==> src/rtl/snitch_dma_perf_monitor_if.sv <==
// Snooped DMA AXI handshake bundle observed by the performance monitor.
// The bus driver uses the master modport; the monitor only listens through the slave modport.
interface snitch_dma_perf_monitor_if #(
    parameter int unsigned DataWidth = 512
);
    logic                   aw_valid;
    logic                   aw_ready;
    logic [7:0]             aw_len;
    logic [2:0]             aw_size;
    logic                   ar_valid;
    logic                   ar_ready;
    logic [7:0]             ar_len;
    logic [2:0]             ar_size;
    logic                   w_valid;
    logic                   w_ready;
    logic                   w_last;
    logic [DataWidth/8-1:0] w_strb;
    logic                   r_valid;
    logic                   r_ready;
    logic                   r_last;
    logic                   b_valid;
    logic                   b_ready;

    modport master (
        output aw_valid, aw_ready, aw_len, aw_size,
        output ar_valid, ar_ready, ar_len, ar_size,
        output w_valid, w_ready, w_last, w_strb,
        output r_valid, r_ready, r_last,
        output b_valid, b_ready
    );

    modport slave (
        input aw_valid, aw_ready, aw_len, aw_size,
        input ar_valid, ar_ready, ar_len, ar_size,
        input w_valid, w_ready, w_last, w_strb,
        input r_valid, r_ready, r_last,
        input b_valid, b_ready
    );
endinterface

==> src/rtl/snitch_dma_perf_monitor.sv <==
// DMA performance monitor: registers per-cycle AXI event pulses, burst attributes, bytes written,
// in-flight burst counters feeding a busy flag, and a sticky handshake-ordering error flag.
module snitch_dma_perf_monitor #(
    parameter int unsigned DataWidth      = 512,
    parameter int unsigned MaxOutstanding = 16,
    localparam int unsigned StrbWidth     = DataWidth / 8,
    localparam int unsigned BytesW        = $clog2(StrbWidth) + 1
) (
    input  logic                          clk_i,
    input  logic                          rst_i,
    snitch_dma_perf_monitor_if.slave      bus,
    input  logic                          backend_busy_i,
    output logic                          aw_stall_o,
    output logic                          ar_stall_o,
    output logic                          w_stall_o,
    output logic                          r_stall_o,
    output logic                          aw_done_o,
    output logic                          ar_done_o,
    output logic                          w_done_o,
    output logic                          r_done_o,
    output logic                          b_done_o,
    output logic                          dma_busy_o,
    output logic [7:0]                    aw_len_o,
    output logic [7:0]                    ar_len_o,
    output logic [2:0]                    aw_size_o,
    output logic [2:0]                    ar_size_o,
    output logic [BytesW-1:0]             num_bytes_written_o,
    output logic                          protocol_err_o
);

    localparam int unsigned CntW = $clog2(MaxOutstanding + 1);
    // One extra bit so w_os can hold a signed lead of W lasts over AWs.
    localparam int unsigned WOsW = CntW + 1;

    localparam logic [CntW-1:0]        CntMax = CntW'(MaxOutstanding);
    localparam logic signed [WOsW-1:0] WOsMax = WOsW'(MaxOutstanding);
    localparam logic signed [WOsW-1:0] WOsMin = -WOsMax;

    logic aw_hs, ar_hs, w_hs, r_hs, b_hs, r_last_hs, w_last_hs;

    assign aw_hs     = bus.aw_valid & bus.aw_ready;
    assign ar_hs     = bus.ar_valid & bus.ar_ready;
    assign w_hs      = bus.w_valid & bus.w_ready;
    assign r_hs      = bus.r_valid & bus.r_ready;
    assign b_hs      = bus.b_valid & bus.b_ready;
    assign r_last_hs = r_hs & bus.r_last;
    assign w_last_hs = w_hs & bus.w_last;

    logic [CntW-1:0]        wr_os_q, wr_os_d;
    logic [CntW-1:0]        rd_os_q, rd_os_d;
    logic signed [WOsW-1:0] w_os_q, w_os_d;
    logic                   err_q, err_d;
    logic [BytesW-1:0]      bytes_d;

    always_comb begin
        wr_os_d = wr_os_q;
        rd_os_d = rd_os_q;
        w_os_d  = w_os_q;
        err_d   = err_q;

        if (aw_hs && !b_hs) begin
            if (wr_os_q == CntMax) err_d = 1'b1;
            else                   wr_os_d = wr_os_q + 1'b1;
        end else if (b_hs && !aw_hs) begin
            if (wr_os_q == '0) err_d = 1'b1;
            else               wr_os_d = wr_os_q - 1'b1;
        end

        if (ar_hs && !r_last_hs) begin
            if (rd_os_q == CntMax) err_d = 1'b1;
            else                   rd_os_d = rd_os_q + 1'b1;
        end else if (r_last_hs && !ar_hs) begin
            if (rd_os_q == '0) err_d = 1'b1;
            else               rd_os_d = rd_os_q - 1'b1;
        end

        if (aw_hs && !w_last_hs) begin
            if (w_os_q == WOsMax) err_d = 1'b1;
            else                  w_os_d = w_os_q + WOsW'(1);
        end else if (w_last_hs && !aw_hs) begin
            if (w_os_q == WOsMin) err_d = 1'b1;
            else                  w_os_d = w_os_q - WOsW'(1);
        end
    end

    always_comb begin
        bytes_d = '0;
        if (w_hs) begin
            for (int i = 0; i < StrbWidth; i++) begin
                bytes_d = bytes_d + BytesW'(bus.w_strb[i]);
            end
        end
    end

    always_ff @(posedge clk_i) begin
        if (rst_i) begin
            wr_os_q             <= '0;
            rd_os_q             <= '0;
            w_os_q              <= '0;
            err_q               <= 1'b0;
            aw_stall_o          <= 1'b0;
            ar_stall_o          <= 1'b0;
            w_stall_o           <= 1'b0;
            r_stall_o           <= 1'b0;
            aw_done_o           <= 1'b0;
            ar_done_o           <= 1'b0;
            w_done_o            <= 1'b0;
            r_done_o            <= 1'b0;
            b_done_o            <= 1'b0;
            dma_busy_o          <= 1'b0;
            aw_len_o            <= '0;
            ar_len_o            <= '0;
            aw_size_o           <= '0;
            ar_size_o           <= '0;
            num_bytes_written_o <= '0;
        end else begin
            wr_os_q             <= wr_os_d;
            rd_os_q             <= rd_os_d;
            w_os_q              <= w_os_d;
            err_q               <= err_d;
            aw_stall_o          <= bus.aw_valid & ~bus.aw_ready;
            ar_stall_o          <= bus.ar_valid & ~bus.ar_ready;
            w_stall_o           <= bus.w_valid & ~bus.w_ready;
            r_stall_o           <= bus.r_valid & ~bus.r_ready;
            aw_done_o           <= aw_hs;
            ar_done_o           <= ar_hs;
            w_done_o            <= w_hs;
            r_done_o            <= r_hs;
            b_done_o            <= b_hs;
            // Busy looks at the post-update counters so a closing B/R drops it right away.
            dma_busy_o          <= (wr_os_d != '0) | (rd_os_d != '0) | backend_busy_i;
            aw_len_o            <= aw_hs ? bus.aw_len : 8'd0;
            aw_size_o           <= aw_hs ? bus.aw_size : 3'd0;
            ar_len_o            <= ar_hs ? bus.ar_len : 8'd0;
            ar_size_o           <= ar_hs ? bus.ar_size : 3'd0;
            num_bytes_written_o <= bytes_d;
        end
    end

    assign protocol_err_o = err_q;

endmodule

==> src/flat_wrapper.sv <==
// flat-port wrapper written by rule: the top's interface ports become plain ports
module snitch_dma_perf_monitor_flat 
#(
    parameter int unsigned DataWidth      = 512,
    parameter int unsigned MaxOutstanding = 16,
    localparam int unsigned StrbWidth     = DataWidth / 8,
    localparam int unsigned BytesW        = $clog2(StrbWidth) + 1
)
  (clk_i, rst_i, backend_busy_i, aw_stall_o, ar_stall_o, w_stall_o, r_stall_o, aw_done_o, ar_done_o, w_done_o, r_done_o, b_done_o, dma_busy_o, aw_len_o, ar_len_o, aw_size_o, ar_size_o, num_bytes_written_o, protocol_err_o, bus_aw_valid, bus_aw_ready, bus_aw_len, bus_aw_size, bus_ar_valid, bus_ar_ready, bus_ar_len, bus_ar_size, bus_w_valid, bus_w_ready, bus_w_last, bus_w_strb, bus_r_valid, bus_r_ready, bus_r_last, bus_b_valid, bus_b_ready);
  snitch_dma_perf_monitor_if #(.DataWidth(DataWidth)) bus_i ();
  input  logic clk_i;
  input  logic rst_i;
  input  logic backend_busy_i;
  output logic aw_stall_o;
  output logic ar_stall_o;
  output logic w_stall_o;
  output logic r_stall_o;
  output logic aw_done_o;
  output logic ar_done_o;
  output logic w_done_o;
  output logic r_done_o;
  output logic b_done_o;
  output logic dma_busy_o;
  output logic [7:0] aw_len_o;
  output logic [7:0] ar_len_o;
  output logic [2:0] aw_size_o;
  output logic [2:0] ar_size_o;
  output logic [BytesW-1:0] num_bytes_written_o;
  output logic protocol_err_o;
  input wire logic [$bits(bus_i.aw_valid)-1:0] bus_aw_valid;
  input wire logic [$bits(bus_i.aw_ready)-1:0] bus_aw_ready;
  input wire logic [$bits(bus_i.aw_len)-1:0] bus_aw_len;
  input wire logic [$bits(bus_i.aw_size)-1:0] bus_aw_size;
  input wire logic [$bits(bus_i.ar_valid)-1:0] bus_ar_valid;
  input wire logic [$bits(bus_i.ar_ready)-1:0] bus_ar_ready;
  input wire logic [$bits(bus_i.ar_len)-1:0] bus_ar_len;
  input wire logic [$bits(bus_i.ar_size)-1:0] bus_ar_size;
  input wire logic [$bits(bus_i.w_valid)-1:0] bus_w_valid;
  input wire logic [$bits(bus_i.w_ready)-1:0] bus_w_ready;
  input wire logic [$bits(bus_i.w_last)-1:0] bus_w_last;
  input wire logic [$bits(bus_i.w_strb)-1:0] bus_w_strb;
  input wire logic [$bits(bus_i.r_valid)-1:0] bus_r_valid;
  input wire logic [$bits(bus_i.r_ready)-1:0] bus_r_ready;
  input wire logic [$bits(bus_i.r_last)-1:0] bus_r_last;
  input wire logic [$bits(bus_i.b_valid)-1:0] bus_b_valid;
  input wire logic [$bits(bus_i.b_ready)-1:0] bus_b_ready;
  assign bus_i.aw_valid = bus_aw_valid;
  assign bus_i.aw_ready = bus_aw_ready;
  assign bus_i.aw_len = bus_aw_len;
  assign bus_i.aw_size = bus_aw_size;
  assign bus_i.ar_valid = bus_ar_valid;
  assign bus_i.ar_ready = bus_ar_ready;
  assign bus_i.ar_len = bus_ar_len;
  assign bus_i.ar_size = bus_ar_size;
  assign bus_i.w_valid = bus_w_valid;
  assign bus_i.w_ready = bus_w_ready;
  assign bus_i.w_last = bus_w_last;
  assign bus_i.w_strb = bus_w_strb;
  assign bus_i.r_valid = bus_r_valid;
  assign bus_i.r_ready = bus_r_ready;
  assign bus_i.r_last = bus_r_last;
  assign bus_i.b_valid = bus_b_valid;
  assign bus_i.b_ready = bus_b_ready;
  snitch_dma_perf_monitor #(.DataWidth(DataWidth), .MaxOutstanding(MaxOutstanding)) u_core (.clk_i(clk_i), .rst_i(rst_i), .bus(bus_i), .backend_busy_i(backend_busy_i), .aw_stall_o(aw_stall_o), .ar_stall_o(ar_stall_o), .w_stall_o(w_stall_o), .r_stall_o(r_stall_o), .aw_done_o(aw_done_o), .ar_done_o(ar_done_o), .w_done_o(w_done_o), .r_done_o(r_done_o), .b_done_o(b_done_o), .dma_busy_o(dma_busy_o), .aw_len_o(aw_len_o), .ar_len_o(ar_len_o), .aw_size_o(aw_size_o), .ar_size_o(ar_size_o), .num_bytes_written_o(num_bytes_written_o), .protocol_err_o(protocol_err_o));
endmodule
==> config.mk <==
export PLATFORM = sky130hd
export DESIGN_NAME = snitch_dma_perf_monitor_flat
export DESIGN_NICKNAME = d
export VERILOG_FILES = /design/src/rtl/snitch_dma_perf_monitor_if.sv /design/src/rtl/snitch_dma_perf_monitor.sv /design/src/flat_wrapper.sv
export SDC_FILE = /design/constraint.sdc
export NUM_CORES = 1
export LEC_CHECK = 0
export CAP_MARGIN = 40
export CORE_UTILIZATION = 40
export DETAILED_ROUTE_END_ITERATION = 8
export PLACE_DENSITY = 0.75
export REMOVE_ABC_BUFFERS = 1
export SYNTH_ARGS = -nofsm -noshare
export SYNTH_HDL_FRONTEND = slang
export SYNTH_SLANG_ARGS = --single-unit
==> constraint.sdc <==
create_clock -name clk_i -period 7.2 [get_ports clk_i]
set_input_delay 1.8 -clock clk_i [delete_from_list [all_inputs] [get_ports clk_i]]
set_output_delay 1.8 -clock clk_i [all_outputs]
set_load 0.02 [all_outputs]
# Word level (Yosys, flattened, before mapping)
# Cells that the tools add are included.
[totals]
output_inout_bits = 40
word_cells = 158
register_bits = 56
[classes]
n_mux = 24
eq_ne = 6
bitwise = 20
add_sub_neg = 69
n_reduce_logical = 20
[ops]
columns = ["operator", "count"]
rows = [
  ["$add 7x1->7", 62],
  ["$mux 5", 8],
  ["$mux 6", 4],
  ["$mux 1", 12],
  ["$and 1x1->1", 11],
  ["$add 5x1->5 const B", 2],
  ["$eq 5x5->1 const B", 2],
  ["$logic_not 5->1", 2],
  ["$reduce_bool 5->1", 2],
  ["$sub 5x1->5 const B", 2],
  ["$not 1->1", 7],
  ["$add 6x2->6 const B", 1],
  ["$eq 6x5->1 const B", 1],
  ["$eq 6x6->1 const B", 1],
  ["$logic_and 1x1->1", 6],
  ["$reduce_or 2->1", 3],
  ["$sub 6x2->6 const B", 1],
  ["$logic_not 1->1", 5],
  ["$reduce_and 3->1", 1],
  ["$add 1x1->2", 1],
  ["$ne 2x1->1 const B", 1],
  ["$ne 2x2->1 const B", 1],
  ["$or 1x1->1", 2],
  ["$reduce_bool 2->1", 1],
]

# Depth between registers and ports, before layout
# Gate-level depths: netlist of the first run.
[logic_depth]
ltp_word = 63
ltp_mapped = 22
ltp_nobuf = 22

# Worst setup path after synthesis of the first run
# OpenSTA, ideal clock, no wires.
[synth_path]
path_type = "input to register"
start = "input bus_w_strb[0]"
end = "register u_core.num_bytes_written_o[5]"
arrival_time_ps = 7269
path_buffers = 0
slack_ps = -196
cell_stages = 20
path_cell_list = "ha_1 > inv_1 > fa_1 > fa_1 > inv_1 > fa_1 > fa_1 > fa_1 > fa_1 > fa_1 > inv_1 > fa_1 > inv_1 > ha_1 > nor2b_1 > o21ai_0 > a21boi_0 > o21ai_0 > nor3b_1 > nor3_1"
[synth_between]
elab_chain_len = 63
[synth_lines]
columns = ["item", "line_no", "rtl"]
rows = [
  ["start: declaration", "flat_wrapper.sv:41", "input wire logic [$bits(bus_i.w_strb)-1:0] bus_w_strb;"],
  ["$add 1x1->2", "snitch_dma_perf_monitor.sv:90", "bytes_d = bytes_d + BytesW'(bus.w_strb[i]);"],
  ["$add 7x1->7 (62 in series)", "snitch_dma_perf_monitor.sv:90", ""],
  ["end signal: assignment", "snitch_dma_perf_monitor.sv:136", "num_bytes_written_o <= bytes_d;"],
  ["end: declaration", "snitch_dma_perf_monitor.sv:27", "output logic [BytesW-1:0] num_bytes_written_o,"],
]
# No other way between the ends.
# A chain may end at the register's enable or synchronous reset.

# Final worst setup path of the first run
[layout_path]
start = "input bus_w_strb[48]"
end = "register u_core.num_bytes_written_o[6]"
[layout_between]
elab_chain_len = 16
[layout_lines]
columns = ["item", "line_no"]
rows = [
  ["$add 7x1->7 (16 in series)", "snitch_dma_perf_monitor.sv:90"],
]
# No other way between the ends.

==> impl_metrics.csv, run 1 <==
group,metric,value,unit
outcome,outcome,"completed",
yosys,ys_top_cells_by_count,"98 x inv_1, 56 x dfxtp_1, 55 x fa_1",
placement,place_congestion,0.811,
grt,grt_pass1_wl,14.6,mm
yosys,synth.most_common_cell,"inv_1",
grt,grt_pass1_vias,3362,
setup_path,critPathMaxStageDelay,0.56,ns
placement,io_buffers,140,
cts,clk_latency,0.30,ns
setup_path,cp-end-kind,"flip-flop",
timing,period_share,97.9,%
cts,cts_buffer_depth,2,
yosys,avgSynthCellArea,9.56,um^2
setup_path,crit_start,"bus_w_strb[48]",
setup_path,start_kind,"primary input",
cts,h-tree-depth,2,
yosys,synth-seq-cells,56,
power_and_ir_drop,pwr-share-comb,85.5,%
yosys,synth-edff-count,0,
setup_path,crit_slowest_cell,"fa_1",
grt,grt_antenna_before_repair,0,
power_and_ir_drop,seq_power_share,9.9,%
placement,dpl.hpwl,7.25,mm
timing,skew,0.00823,ns
power_and_ir_drop,p_leak,2.63,nW
yosys,ys_warn_count,0,
setup_path,crit_end,"u_core.num_bytes_written_o[6]",
power_and_ir_drop,power.share.clock,4.6,%
die,initial_core_util,42.0,%
routing,drcViolationCount,0,
power_and_ir_drop,finalPower,3.61,mW
routing,dr.first_iter.drc_count,97,
setup_path,crit_top_cell,"fa_1",
power_and_ir_drop,power.density,622,mW/mm^2
timing,hold_viol,0,
routing,wl,8.68,mm
die,die-height,104,um
timing,fin_crit,7.05,ns
routing,via_per_inst,4.72,
yosys,synth_cells,435,
yosys,ys_top_cells_by_area,"dfxtp_1 27%, fa_1 26%, inv_1 8.8%",
cts,numCtsBuffers,5,
grt,grt_max_degree,29,
layout,final_core_util,58.5,%
timing,finalSetupTns,0,ns
cts,ctsHoldBuffers,0,
setup_path,cp.arrival,7.29,ns
yosys,syn-cell-area,0.00416,mm^2
yosys,post-synth-top-area-cell,"dfxtp_1",
setup_path,r2r_cells,8,
power_and_ir_drop,ir_drop,0.760,mV
power_and_ir_drop,switching_share,43.6,%
routing,ant_nets,0,
timing,finalSetupViolations,0,
setup_path,worst-r2r-setup-slack,4.85,ns
layout,fin_nets,755,
timing,worst_pin_slew,0.626,ns
die,die_x,104,um
die,fp-row-count,36,
routing,firstDrtPassIters,4,
routing,via_count,3349,
timing,whs,0.537,ns
flow_run,cap_violations,0,
setup_path,cp_data_required_time,7.44,ns
timing,max_freq,0.142,GHz
cts,clkSlewWorstSetupHoldPaths,0.09,ns
setup_path,r2r_start,"u_core.rd_os_q[0]",
layout,areaGrowthSynthToFinish,39.4,%
layout,antennaDiodeCount,0,
grt,grt_use_total,16.4,%
layout,final_layout_size_suffix_gt1_share,10.2,%
power_and_ir_drop,internal_power,2.04,mW
yosys,synth_top_area_share,26.9,%
die,core_area,0.00991,mm^2
cts,cts_root_buffer,"clkbuf_8",
grt,grt_overflow,0,
timing,maxSlewHeadroom,57.7,%
setup_path,worstSetupPathType,"in -> reg",
cts,clock_sink_count,56,
yosys,synthDistinctLibCells,57,
routing,post_drt_wl_per_cell,12.2,um
timing,report.final.slew_viol_count,0,
yosys,synthArstFlopShare,0,%
yosys,synth_ff_type,"dfxtp_1",
setup_path,path_cells,"clkdlybuf4s15_1, inv_2, fa_1, inv_2, fa_2, inv_2, fa_2, fa_1, fa_1, fa_1, fa_1, fa_1, fa_2, fa_2, nor2b_2, o21ai_1, nand2b_1, a21o_1, a21oi_1, nor2_1",
hold_path,hold_class,"reg -> reg",
yosys,yosysSeqAreaShare,26.9,%
setup_path,r2r-end,"u_core.dma_busy_o",
die,top_level_ports,141,
power_and_ir_drop,netSwitchingPower,1.57,mW
setup_path,worstPathMaxFanout,2,
die,die_area,0.0108,mm^2
cts,cts_tree,"built",
## per-stage QoR
| step | worst slack, ns | cells | area, um^2 |
|---|---|---|---|
| after floorplan | -0.196 | 422 | 4100 |
| after global placement | -0.736 | 699 | 5690 |
| after detailed placement | -0.894 | 699 | 5690 |
| after CTS | 0.00717 | 708 | 5750 |
| after global routing | -0.0335 | 709 | 5800 |
| final | 0.155 | 709 | 5800 |
## final cells by class
type	count	area (um^2)
clock buffers	7	76.3
flip-flops and latches	56	1120
multi-input cells	268	2670
fillers	847	4110
repair buffers	146	1390
clock inverters	1	8.76
well taps	133	166
inverters	98	368
## worst min-delay path by stage
stage                     start          endpoint  slack, ns  depth (start not counted)
2_1_floorplan  u_core.w_os_q[4]  u_core.w_os_q[4]       0.48                          2
3_3_place_gp   u_core.w_os_q[2]  u_core.w_os_q[2]       0.51                          2
3_5_place_dp   u_core.w_os_q[4]  u_core.w_os_q[4]       0.52                          2
4_1_cts        u_core.w_os_q[4]  u_core.w_os_q[4]       0.54                          2
5_1_grt        u_core.w_os_q[4]  u_core.w_os_q[4]       0.57                          2
6_report       u_core.w_os_q[4]  u_core.w_os_q[4]       0.54                          2
## state kept, by name, indices dropped and copies added, names as in the netlist, 3 cells and up
name	count
u_core.ar_len_o	8
u_core.aw_len_o	8
u_core.num_bytes_written_o	7
u_core.w_os_q	6
u_core.rd_os_q	5
u_core.wr_os_q	5
u_core.ar_size_o	3
u_core.aw_size_o	3
## worst max-delay path, delay by kind of cell
family	cells	cell delay, ns
AO/OA/AOI/OAI	3	0.26
adder cells (fa/ha/maj)	10	4.62
buffers and inverters	4	0.30
AND/OR/NAND/NOR	3	0.33
## per-layer routing
layer / track usage, % / up-vias / wire length, um
met4: 5.31 / 0 / 149
li1: - / 1650 / -
met3: 3.07 / 12 / 527
met1: 19.1 / 1562 / 3530
met2: 30.0 / 125 / 4480
met5: 0 / - / 0
## what timing repair did
action / in CTS / in global routing
resized for setup: 66 / 27
endpoints found under the setup margin: 6 / 4
endpoints found under the hold margin: 0 / 0
pin swaps: 43 / 26
setup buffers: 1 / 1
## logic make-up (layout without fill, tap and decap cells)
kind of cell / count (synthesis) / after routing / synth area share, %
adders and majority gates: 79 / 79 / 33.7
xor gates and xnor gates: 7 / 7 / 1.47
and+or+nand+nor: 124 / 124 / 16.9
buffers and inverters: 111 / 252 / 10.4
DFF: 56 / 56 / 26.9
AOI/OAI and AO/OA: 52 / 52 / 9.14
muxes: 6 / 6 / 1.47
## power by group through the flow
stage | Sequential (mW) | Clock (mW) | Combinational (mW)
after detailed placement | 0.364 | 0 | 2.48
after CTS | 0.356 | 0.173 | 2.72
final | 0.356 | 0.166 | 3.09
after floorplan | 0.378 | 0 | 1.84
after global routing | 0.359 | 0.186 | 3.62
after global placement | 0.363 | 0 | 2.39
## layout by cell type (no fill, tap or decap), types with 6 or more instances in the layout
cell / synthesis / final
dlygate4sd2_1: 0 / 16
and2_1: 27 / 27
ha_1: 24 / 22
fa_1: 55 / 47
a21oi_1: 11 / 11
buf_4: 1 / 6
inv_2: 0 / 14
xnor2_1: 6 / 6
nor3b_1: 7 / 6
nor3_1: 7 / 7
nand2_1: 15 / 15
fa_2: 0 / 8
clkdlybuf4s50_1: 0 / 109
inv_1: 98 / 84
nor2b_1: 8 / 7
nor2_1: 28 / 28
dfxtp_1: 56 / 56
(Power assumes the default switching activity.)
==> run 2, diff against run 1 <==
Settings changed: CORE_ASPECT_RATIO from default to 0.9, CTS_BUF_LIST from default to sky130_fd_sc_hd__clkbuf_16.
==> run 2 against run 1 <==
Compared with the run above: non-clock buffer count increased by 3; worst setup slack worse by 0.093 ns; via count decreased by 0.48%; largest power group unchanged; flip-flop and latch count unchanged; critical path depth fell by 2; critical path type unchanged; die area about the same.
==> impl_metrics.csv, run 2 (synthesized netlist as in run 1, its figures left out) <==
group,metric,value,unit
grt,grt_use_total,17.3,%
power_and_ir_drop,ir_drop,0.861,mV
layout,layout_common_cells,"109 x clkdlybuf4s50_1, 87 x inv_1, 56 x dfxtp_1",
cts,clock_sink_count,56,
layout,final_common_cell,"clkdlybuf4s50_1",
placement,io_buffers,140,
timing,report.final.slew_viol_count,0,
flow_run,cap_violations,0,
placement,place_area,0.00569,mm^2
setup_path,path_cells,"buf_6, ha_4, inv_2, fa_1, fa_1, fa_1, fa_2, fa_1, fa_1, fa_1, fa_1, fa_2, fa_2, nor2b_2, o21ai_1, nand2b_1, xnor2_1, nor2_1",
cts,clkSlewWorstSetupHoldPaths,0.07,ns
timing,worst_pin_slew,0.691,ns
routing,via_per_inst,4.73,
routing,via_count,3333,
timing,period_share,99.1,%
grt,grt_max_degree,29,
routing,wl,9.12,mm
die,initial_core_util,42.2,%
setup_path,crit_top_cell,"fa_1",
timing,hold_viol,0,
timing,fin_crit,7.14,ns
layout,fin_area,0.00588,mm^2
setup_path,cp_num_buf_inv,2,
layout,areaGrowthSynthToFinish,41.3,%
power_and_ir_drop,finalPower,3.84,mW
die,core_area,0.00987,mm^2
cts,cts_tree,"built",
die,top_level_ports,141,
timing,finalSetupViolations,0,
setup_path,cp_data_required_time,7.38,ns
setup_path,cp.arrival,7.32,ns
routing,post_drt_wl_per_cell,12.9,um
power_and_ir_drop,power.density,654,mW/mm^2
timing,maxSlewHeadroom,53.3,%
setup_path,cp-end-kind,"flip-flop",
placement,dpl.hpwl,7.56,mm
layout,final_core_util,59.5,%
setup_path,worstPathMaxFanout,2,
routing,ant_nets,0,
routing,firstDrtPassIters,4,
timing,rsz0062_at_grt,"yes",
placement,place_congestion,0.858,
grt,grt_overflow,0,
grt,grt_pass1_vias,3447,
cts,h-tree-depth,2,
timing,max_freq,0.140,GHz
cts,cts_root_buffer,"clkbuf_16",
setup_path,cpLargestDelayFamily,"adder cells",
hold_path,hold_class,"reg -> reg",
cts,numCtsBuffers,5,
cts,clk_latency,0.29,ns
timing,skew,0.00611,ns
setup_path,crit_slowest_cell,"fa_2",
die,die_x,110,um
routing,dr.first_iter.drc_count,91,
layout,antennaDiodeCount,0,
die,die_area,0.0108,mm^2
setup_path,critPathMaxStageDelay,0.57,ns
power_and_ir_drop,p_leak,2.67,nW
routing,drcViolationCount,0,
cts,ctsHoldBuffers,0,
die,fp-row-count,34,
layout,fin_nets,758,
cts,cts_buffer_depth,2,
setup_path,start_kind,"primary input",
layout,final_layout_size_suffix_gt1_share,10.0,%
die,die-height,98.8,um
outcome,outcome,"completed",
layout,largestRegisters,"u_core.ar_len_o (8), u_core.aw_len_o (8), u_core.num_bytes_written_o (7)",
grt,grt_antenna_before_repair,0,
grt,grt_pass1_wl,14.9,mm
setup_path,worstSetupPathType,"in -> reg",
==> run 2: where the power goes <==
part / leakage (nW) / switching, mW / internal (mW)
Clock: 0.0712 / 0.115 / 0.129
Combinational: 2.15 / 1.48 / 1.77
Sequential: 0.457 / 0.0181 / 0.339
==> run 2: metrics by stage <==
stage	cells	setup WS, ns	hold WS (ns)	setup TNS, ns
after global routing	705	-0.121	0.571	-0.436
after global placement	693	-0.750	0.513	-3.48
final	705	0.0614	0.539	0
after detailed placement	693	-0.909	0.523	-3.92
after CTS	704	-0.0130	0.542	-0.0204
after floorplan	422	-0.196	0.481	-0.341
==> run 2: worst paths after layout <==
check | slack, ns | start | cells past startpoint | endpoint
worst min-delay path | 0.54 | u_core.w_os_q[4] | 2 | u_core.w_os_q[4]
worst max-delay path | 0.06 | bus_w_strb[0] | 18 | u_core.num_bytes_written_o[4]
worst min register to register | 0.54 | u_core.w_os_q[4] | 2 | u_core.w_os_q[4]
worst max register to register | 4.86 | u_core.rd_os_q[0] | 8 | u_core.dma_busy_o
==> run 2: repair_timing <==
action	CTS	global route
endpoints found under the setup margin	6	5
gates resized for setup	79	8
pin swaps	45	27
setup buffers	3	1
==> run 2: area by class of cell <==
type,count,area (um^2)
well taps,126,158
multi-input cells,268,2660
flip-flops and latches,56,1120
repair buffers,149,1430
clock buffers,5,125
clock inverters,3,20.0
inverters,98,368
fillers,888,3990
==> run 2: metal layers <==
| layer | global-route usage, % | vias up | wire [um] |
|---|---|---|---|
| li1 | - | 1663 | - |
| met1 | 20.3 | 1548 | 3630 |
| met2 | 31.5 | 113 | 4660 |
| met3 | 4.10 | 9 | 741 |
| met4 | 4.00 | 0 | 91 |
| met5 | 0 | - | 0 |
==> run 2: worst min-delay path, cell delays in order, from the launching register on <==
cell,delay (ns)
dfxtp_1,0.36
mux2i_1,0.08
nor2_1,0.07
==> run 3, diff against run 2 <==
--- a/config.mk
+++ b/config.mk
@@ -12,3 +12,3 @@
 export DETAILED_ROUTE_END_ITERATION = 8
-export PLACE_DENSITY = 0.75
+export PLACE_DENSITY = 0.76
 export REMOVE_ABC_BUFFERS = 1
--- a/constraint.sdc
+++ b/constraint.sdc
@@ -3,2 +3,2 @@
 set_output_delay 1.8 -clock clk_i [all_outputs]
-set_load 0.02 [all_outputs]
+set_load 0.005 [all_outputs]
==> run 3 against run 2 <==
Compared with the run above: the flow now finishes with violations (setup timing); first-iteration DRC count is 75% higher; maximum frequency shrank 1.5%; critical path depth rose by 1; hold slack lost 0.012 ns; worst setup slack worse by 0.11 ns; utilization grew 0.11 points; sequential share of layout area about the same; largest cell class unchanged.
==> impl_metrics.csv, run 3 (synthesized netlist as in run 1, its figures left out) <==
group,metric,value,unit
outcome,outcome,"complete, but fails checks",
outcome,violations,"setup timing",
grt,grt_max_degree,29,
setup_path,cp.arrival,7.41,ns
cts,h-tree-depth,2,
layout,layout_common_cells,"109 x clkdlybuf4s50_1, 86 x inv_1, 56 x dfxtp_1",
grt,grt_pass1_vias,3239,
setup_path,worstSetupPathType,"in -> reg",
die,core_area,0.00987,mm^2
grt,grt_overflow,0,
routing,post_drt_wl_per_cell,13.0,um
timing,worst_pin_slew,0.682,ns
timing,period_share,101,%
routing,dr.first_iter.drc_count,159,
cts,numCtsBuffers,5,
die,die_area,0.0108,mm^2
timing,max_freq,0.138,GHz
die,top_level_ports,141,
placement,dp_slack,-0.913,ns
cts,clock_sink_count,56,
setup_path,cp-end-kind,"flip-flop",
timing,skew,0.00519,ns
grt,grt_pass1_wl,14.3,mm
grt,grt_antenna_before_repair,1,
layout,fin_nets,759,
timing,maxSlewHeadroom,53.9,%
routing,wl,9.20,mm
setup_path,worstPathMaxFanout,2,
cts,ctsHoldBuffers,0,
layout,final_common_cell,"clkdlybuf4s50_1",
layout,regArea,0.00112,mm^2
setup_path,start_kind,"primary input",
routing,firstDrtPassIters,4,
timing,hold_viol,0,
layout,antennaDiodeCount,0,
die,initial_core_util,42.2,%
cts,cts_tree,"built",
layout,areaGrowthSynthToFinish,41.5,%
timing,finalSetupTns,-0.0799,ns
routing,drcViolationCount,0,
layout,largestRegisters,"u_core.ar_len_o (8), u_core.aw_len_o (8), u_core.num_bytes_written_o (7)",
setup_path,cp_data_required_time,7.37,ns
routing,via_count,3418,
layout,final_layout_size_suffix_gt1_share,10.0,%
hold_path,hold_class,"reg -> reg",
cts,clkSlewWorstSetupHoldPaths,0.07,ns
die,fp-row-count,34,
cts,cts_buffer_depth,2,
layout,nFillCells,851,
timing,report.final.slew_viol_count,0,
placement,io_buffers,140,
layout,multi_input_area,0.00266,mm^2
die,die_x,110,um
cts,cts_root_buffer,"clkbuf_16",
routing,via_per_inst,4.85,
placement,place_congestion,0.835,
timing,finalSetupViolations,3,
placement,dpl.hpwl,7.67,mm
cts,clk_latency,0.29,ns
layout,post_layout_nonfiller_instances,705,
timing,fin_crit,7.25,ns
timing,rsz0062_at_grt,"yes",
die,die-height,98.8,um
placement,dp_cells,693,
flow_run,cap_violations,0,
routing,ant_nets,0,
grt,grt_use_total,16.6,%
timing,final.setup.worst_slack,-0.0459,ns
-- run 3: final cells by class --
cell class	count	share of cell area, %
inverters	98	6.25
well taps	126	2.68
clock buffers	5	2.12
clock inverters	2	0.276
flip-flops and latches	56	19.0
repair buffers	150	24.4
multi-input cells	268	45.2
-- run 3: worst max-delay path, cell delays in order --
cell	delay, ns
buf_6	0.09
ha_4	0.25
inv_2	0.03
fa_1	0.48
fa_1	0.52
fa_1	0.60
fa_1	0.46
fa_2	0.56
fa_1	0.43
fa_1	0.51
fa_1	0.43
fa_2	0.37
buf_4	0.15
nor2b_2	0.14
o21ai_2	0.08
a21boi_2	0.15
o21ai_1	0.09
a21boi_1	0.20
nor3_2	0.07
-- run 3: what timing repair did --
item                       4_1_cts  5_1_grt
gates resized for setup         74       12
setup buffers                    3        2
pin swaps                       43       20
setup endpoints to repair        6        5
-- run 3: worst paths after layout --
| kind | start | to | slack, ns | depth (start not counted) |
|---|---|---|---|---|
| worst min register to register | u_core.w_os_q[2] | u_core.w_os_q[2] | 0.53 | 2 |
| worst max register to register | u_core.rd_os_q[0] | u_core.dma_busy_o | 4.88 | 8 |
| worst max-delay path | bus_w_strb[1] | u_core.num_bytes_written_o[5] | -0.05 | 19 |
| worst min-delay path | u_core.w_os_q[2] | u_core.w_os_q[2] | 0.53 | 2 |
-- run 3: metal layers --
metal / GRT usage [%] / part of all wire (%) / vias up
met4: 4.10 / 0.90 / 0
met2: 30.4 / 53 / 118
met1: 19.5 / 39 / 1633
li1: - / - / 1660
met3: 3.64 / 7.6 / 7
met5: 0 / 0 / -
-- run 3: through the flow --
stage          cell area [um^2]  hold slack, ns  utilization (%)
2_1_floorplan              4100           0.481                -
3_5_place_dp               5690           0.521             57.7
3_3_place_gp               5690           0.508             57.7
5_1_grt                    5890           0.553             59.7
4_1_cts                    5820           0.531             59.0
6_report                   5890           0.527             59.7
Power of run 3 is left out: the tool's default activity adds up to more than one toggle a clock period on the data nets, which glitch-free logic cannot reach.
